## config.mk

```make
export PLATFORM = sky130hd
export DESIGN_NAME = itch_replace_decoder_wide_flat
export DESIGN_NICKNAME = d
export VERILOG_FILES = /design/src/rtl/itch_replace_decoder_wide_if.sv /design/src/rtl/itch_replace_decoder_wide.sv /design/src/flat_wrapper.sv
export SDC_FILE = /design/constraint.sdc
export NUM_CORES = 2
export LEC_CHECK = 0
export CAP_MARGIN = 5
export CORE_MARGIN = 2
export CORE_UTILIZATION = 39
export DETAILED_ROUTE_END_ITERATION = 10
export SETUP_SLACK_MARGIN = 0.05
export SYNTH_ARGS = -nofsm -noshare
export SYNTH_HDL_FRONTEND = slang
export SYNTH_SLANG_ARGS = --single-unit
```

## constraint.sdc

```tcl
create_clock -name clk -period 18.33 [get_ports clk]
set_input_delay 1.833 -clock clk [delete_from_list [all_inputs] [get_ports clk]]
set_output_delay 1.833 -clock clk [all_outputs]
set_load 0.01 [all_outputs]
```

## src/rtl/itch_replace_decoder_wide_if.sv

```systemverilog
// Beat stream in, decoded replace-order fields out.
// Shared by the wide 'U' decoder and its producer/consumer.
interface itch_replace_decoder_wide_if #(
    parameter int LANES = 4
);
    logic [8*LANES-1:0] data_in;
    logic               valid_in;
    logic               in_ready;
    logic               out_valid;
    logic               out_ready;
    logic [63:0]        old_order_ref;
    logic [63:0]        new_order_ref;
    logic [31:0]        shares;
    logic [31:0]        price;
    logic               packet_invalid;
    logic [15:0]        replace_count;

    modport master (
        output data_in, valid_in, out_ready,
        input  in_ready, out_valid,
        input  old_order_ref, new_order_ref,
        input  shares, price,
        input  packet_invalid, replace_count
    );

    modport slave (
        input  data_in, valid_in, out_ready,
        output in_ready, out_valid,
        output old_order_ref, new_order_ref,
        output shares, price,
        output packet_invalid, replace_count
    );
endinterface

```

## src/rtl/itch_replace_decoder_wide.sv

```systemverilog
// Multi-lane ITCH replace-order ('U') extractor.
// Walks message boundaries lane by lane and holds each decoded 'U'.
module itch_replace_decoder_wide #(
    parameter int         LANES      = 4,
    parameter logic [7:0] MSG_TYPE   = 8'h55,
    parameter int         MSG_LENGTH = 27,
    parameter int         MAX_GAP    = 4
) (
    input logic clk,
    input logic rst,
    itch_replace_decoder_wide_if.slave bus
);
    localparam int         NSTG    = 24;
    localparam logic [3:0] GAP_LIM = 4'(MAX_GAP);
    localparam logic [5:0] U_LEN   = 6'(MSG_LENGTH);

    logic [5:0] remaining, rem_c;
    logic       in_u, u_c;
    logic [4:0] pos, pos_c;
    logic [3:0] gap;
    logic [7:0] stg   [NSTG];
    logic [7:0] stg_c [NSTG];
    logic [7:0] fin_c [NSTG];
    logic [7:0] lane;
    logic       done_c;
    logic       accept;
    logic       idle_tick;
    logic       abort;
    logic [63:0] old_c, new_c;
    logic [31:0] shares_c, price_c;

    function automatic logic [5:0] itch_length(input logic [7:0] t);
        if (t == MSG_TYPE) return U_LEN;
        case (t)
            8'h41:   return 6'd36;
            8'h58:   return 6'd23;
            8'h44:   return 6'd9;
            8'h45:   return 6'd30;
            8'h50:   return 6'd40;
            default: return 6'd2;
        endcase
    endfunction

    assign bus.in_ready = !bus.out_valid || bus.out_ready;
    assign accept       = bus.valid_in && bus.in_ready;
    assign idle_tick    = !bus.valid_in && (remaining != 6'd0);
    assign abort        = idle_tick && ((gap + 4'd1) == GAP_LIM);

    // Lane chain; fin_c snapshots staging at the completing lane so a
    // 'U' starting later in the same beat cannot corrupt the result.
    always_comb begin
        rem_c  = remaining;
        u_c    = in_u;
        pos_c  = pos;
        stg_c  = stg;
        fin_c  = stg;
        done_c = 1'b0;
        lane   = 8'h00;
        for (int k = 0; k < LANES; k++) begin
            lane = bus.data_in[8*k +: 8];
            if (rem_c == 6'd0) begin
                rem_c = itch_length(lane) - 6'd1;
                u_c   = (lane == MSG_TYPE);
                pos_c = u_c ? 5'd1 : 5'd0;
            end else begin
                rem_c = rem_c - 6'd1;
                if (u_c) begin
                    if (pos_c != 5'd0 && pos_c <= 5'd24)
                        stg_c[pos_c - 5'd1] = lane;
                    if (rem_c == 6'd0) begin
                        done_c = 1'b1;
                        fin_c  = stg_c;
                    end
                    pos_c = pos_c + 5'd1;
                end
            end
        end
    end

    always_comb begin
        old_c    = '0;
        new_c    = '0;
        shares_c = '0;
        price_c  = '0;
        for (int i = 0; i < 8; i++) begin
            old_c[63-8*i -: 8] = fin_c[i];
            new_c[63-8*i -: 8] = fin_c[8+i];
        end
        for (int i = 0; i < 4; i++) begin
            shares_c[31-8*i -: 8] = fin_c[16+i];
            price_c[31-8*i -: 8]  = fin_c[20+i];
        end
    end

    always_ff @(posedge clk or negedge rst) begin
        if (!rst) begin
            remaining          <= '0;
            in_u               <= 1'b0;
            pos                <= '0;
            gap                <= '0;
            for (int i = 0; i < NSTG; i++) stg[i] <= '0;
            bus.out_valid      <= 1'b0;
            bus.packet_invalid <= 1'b0;
            bus.replace_count  <= '0;
            bus.old_order_ref  <= '0;
            bus.new_order_ref  <= '0;
            bus.shares         <= '0;
            bus.price          <= '0;
        end else begin
            bus.packet_invalid <= 1'b0;
            if (accept) begin
                remaining <= rem_c;
                in_u      <= u_c;
                pos       <= pos_c;
                gap       <= '0;
                stg       <= stg_c;
            end else if (abort) begin
                remaining          <= '0;
                in_u               <= 1'b0;
                pos                <= '0;
                gap                <= '0;
                bus.packet_invalid <= in_u;
            end else if (idle_tick) begin
                gap <= gap + 4'd1;
            end
            if (accept && done_c) begin
                bus.out_valid     <= 1'b1;
                bus.old_order_ref <= old_c;
                bus.new_order_ref <= new_c;
                bus.shares        <= shares_c;
                bus.price         <= price_c;
                bus.replace_count <= bus.replace_count + 16'd1;
            end else if (bus.out_ready) begin
                bus.out_valid <= 1'b0;
            end
        end
    end
endmodule

```

## src/flat_wrapper.sv

```systemverilog
// flat-port wrapper written by rule: the top's interface ports become plain ports
module itch_replace_decoder_wide_flat 
#(
    parameter int         LANES      = 4,
    parameter logic [7:0] MSG_TYPE   = 8'h55,
    parameter int         MSG_LENGTH = 27,
    parameter int         MAX_GAP    = 4
)
  (clk, rst, bus_data_in, bus_valid_in, bus_out_ready, bus_in_ready, bus_out_valid, bus_old_order_ref, bus_new_order_ref, bus_shares, bus_price, bus_packet_invalid, bus_replace_count);
  itch_replace_decoder_wide_if #(.LANES(LANES)) bus_i ();
  input logic clk;
  input logic rst;
  input wire logic [$bits(bus_i.data_in)-1:0] bus_data_in;
  input wire logic [$bits(bus_i.valid_in)-1:0] bus_valid_in;
  input wire logic [$bits(bus_i.out_ready)-1:0] bus_out_ready;
  output wire logic [$bits(bus_i.in_ready)-1:0] bus_in_ready;
  output wire logic [$bits(bus_i.out_valid)-1:0] bus_out_valid;
  output wire logic [$bits(bus_i.old_order_ref)-1:0] bus_old_order_ref;
  output wire logic [$bits(bus_i.new_order_ref)-1:0] bus_new_order_ref;
  output wire logic [$bits(bus_i.shares)-1:0] bus_shares;
  output wire logic [$bits(bus_i.price)-1:0] bus_price;
  output wire logic [$bits(bus_i.packet_invalid)-1:0] bus_packet_invalid;
  output wire logic [$bits(bus_i.replace_count)-1:0] bus_replace_count;
  assign bus_i.data_in = bus_data_in;
  assign bus_i.valid_in = bus_valid_in;
  assign bus_i.out_ready = bus_out_ready;
  assign bus_in_ready = bus_i.in_ready;
  assign bus_out_valid = bus_i.out_valid;
  assign bus_old_order_ref = bus_i.old_order_ref;
  assign bus_new_order_ref = bus_i.new_order_ref;
  assign bus_shares = bus_i.shares;
  assign bus_price = bus_i.price;
  assign bus_packet_invalid = bus_i.packet_invalid;
  assign bus_replace_count = bus_i.replace_count;
  itch_replace_decoder_wide #(.LANES(LANES), .MSG_TYPE(MSG_TYPE), .MSG_LENGTH(MSG_LENGTH), .MAX_GAP(MAX_GAP)) u_core (.clk(clk), .rst(rst), .bus(bus_i));
endmodule
```

==> results.tsv <==
metric	value	unit
first-pass GRT wire length	251000	µm
CP max-delay cell	or4_4	
routability-driven placement congestion ratio	0.997	
Worst Path Required	18.87	ns
post-route cell area	47200	µm²
fin util	0.439	
filler instances	10600	
Final HPWL DP	107000	µm
Overflow after GRT	0	
CTS Hold Bufs	0	
Mapped Nets	5112	
critical path type	input port to flip-flop	
crit share post-route	0.567	
share of cells above drive strength 1	0.175	
clk root buf	clkbuf_16	
fin worst setup slack	7.93	ns
Tot GR Track Use	0.294	
CP peak stage delay	0.90	ns
LEAKAGE	21.0	nW
RR Startpoint	u_core.remaining[0]$_DFFE_PN0P_	
CTS resizes	0	
Most used DFF post-synth	dfrtp_1	
largest net degree at the start of global routing	194	
fin crit period	10.40	ns
initial antenna violation count	3	
most used cell, CP	buf_4	
die area	111000	µm²
Die Ht	334	µm
Clock Skews	0.0216	ns
status	finished clean	
Area Growth Syn to Fin	11.4	%
fraction of registers with async set/reset	1.00	
Slew Limit Fails	0	
port bufs	246	
mean number of vias per cell	6.32	
Starting Density	0.394	
core area	108000	µm²
DR WL/cell	26.7	µm
CTS Sinks	418	
drt drc	0	
Max-Cap Viols	0	
post-synthesis instance area	42400	µm²
Ports	247	
clock buffer depth	3	
crit path launch	bus_data_in[4]	
fin nets	5000	
Ys Warns	0	
CTS tree	yes	
Power Total	8.44	mW
Placement Setup Slack	7.48	ns
unrepaired setup endpoints after global routing	false	
Setup TNS Final	0	ns
Area contributors post-synth	dfrtp_1 25%, mux2i_1 19%, mux2_2 14%	
Die W	334	µm
Synth area leader	dfrtp_1	
worst-path maximum fanout	64	
FP Rows	120	
Worst R2R Path Depth	29	
sequential area share after synthesis	0.247	
Synth Instances	5043	
Post-synth EDFFs	0	
max frequency	0.0962	GHz
DP Area	45400	µm²
Hold Path Origin	u_core.bus.replace_count[15]$_DFFE_PN0P_	
Reg clk slew, reported paths	0.06	ns
worst hold stages	1	
pwr dens	179	nW/µm²
Worst-Margin Slew	1.21	ns
Yosys reg bits	418	
First-pass DRT Iterations	6	
total CTS buffers	54	
drt total wl	170000	µm
number of DRC markers in iteration 0	4538	
post-CTS setup buffer count	0	
relative slew slack	0.188	
htree depth	2	
routed vias	40300	
Hold Fails Final Rpt	0	
most common cell after layout, fill and taps aside	mux2i_1	
Netlist cell types	90	
vias in the first global route	37900	
Post-Syn Area per Cell	8.41	µm²
worst min-delay path category	flip-flop to flip-flop	
post-synth top area share	0.247	
Worst-Skew Late Latency	0.68	ns
maximum VDD drop	0.000109	V
Startpoint Class	input port	
crit end category	flip-flop	
number of routed nets with antenna violations	0	
Worst Path Arrival	10.94	ns
most frequent cells in the layout	810 x mux2i_1, 545 x nor2_1, 541 x mux2_2, 444 x a21oi_1, 418 x dfrtp_1	
final setup vio count	0	
[metrics by stage]
step	instances	hold WS, ns
floorplan	5043	0.460
global placement	6278	0.460
detailed placement	6278	0.462
CTS	6377	0.469
global route	6377	0.502
finish	6378	0.461
[layer usage]
metal  routed length [µm]  track usage
met5                    7            0
met4                 9100        0.142
met3                17100       0.0572
met2                72900        0.445
met1                71200        0.400
[path summary, 6_finish.rpt]
kind,endpoint,slack [ns]
worst max register to register,u_core.bus.old_order_ref[4]$_DFFE_PN0P_,9.00
min in group asynchronous,u_core.bus.shares[11]$_DFFE_PN0P_,1.19
max in group asynchronous,u_core.bus.old_order_ref[16]$_DFFE_PN0P_,14.86
worst min register to register,u_core.bus.replace_count[15]$_DFFE_PN0P_,0.46
worst max-delay path,u_core.bus.old_order_ref[4]$_DFFE_PN0P_,7.93
worst min-delay path,u_core.bus.replace_count[15]$_DFFE_PN0P_,0.46
[layout make-up]
class	count	area, µm²	share of cell area
multi-input combinational	4056	29800	0.630
timing repair buffer	362	3220	0.0681
tap	1403	1760	0.0372
clock buffer	75	1580	0.0335
sequential	418	10500	0.221
clock inverter	24	294	0.00622
inverter	39	146	0.00310
antenna	1	2.50	0.0000530
[cell usage after synthesis (15+ instances only)]
library cell,n
nand2_1,409
buf_2,62
a21o_1,61
o21ai_0,342
nand4_1,15
clkbuf_1,421
xor2_1,19
a211oi_1,87
mux2_1,143
nor2b_1,18
dfrtp_1,418
nand3_1,53
o21a_1,21
inv_1,30
or2_2,32
mux2_2,541
and2_1,23
o211ai_1,45
mux2i_1,810
buf_1,25
o21ai_1,18
nor2_1,546
ha_1,33
xnor2_1,31
a311oi_1,112
a21oi_1,446
buf_4,21
nor3_1,36
[flip-flops by register name (all words and copies together) (netlist names), 4 cells and up]
name and flops:
u_core.stg 192, u_core.bus.replace_count 16, u_core.pos 5, u_core.gap 4
u_core.bus.new_order_ref 64, u_core.bus.old_order_ref 64, u_core.bus.price 32, u_core.remaining 6
u_core.bus.shares 32
[critical path: cells and delay by family]
family / cells / cell delay, ns
AOI/OAI and AO/OA: 8 / 1.51
adders and majority gates: 4 / 1.16
and+or+nand+nor: 9 / 2.84
buffers and inverters: 9 / 3.00
muxes: 1 / 0.42
[cells by family after synthesis]
family,after synthesis,share of synthesized area
compound gates,1231,0.177
flops,418,0.247
xor+xnor,50,0.0103
buf+inv,569,0.0542
mux,1494,0.373
simple gates,1248,0.129
fa+ha+maj,33,0.00974
[power by group]
group,leakage (nW),internal [mW],switching [mW]
registers,5.44,1.29,0.300
clock network,0.934,0.684,0.475
logic,14.6,2.45,3.24
total,21.0,4.42,4.01
No activity file was read; power rests on OpenSTA's default activity.
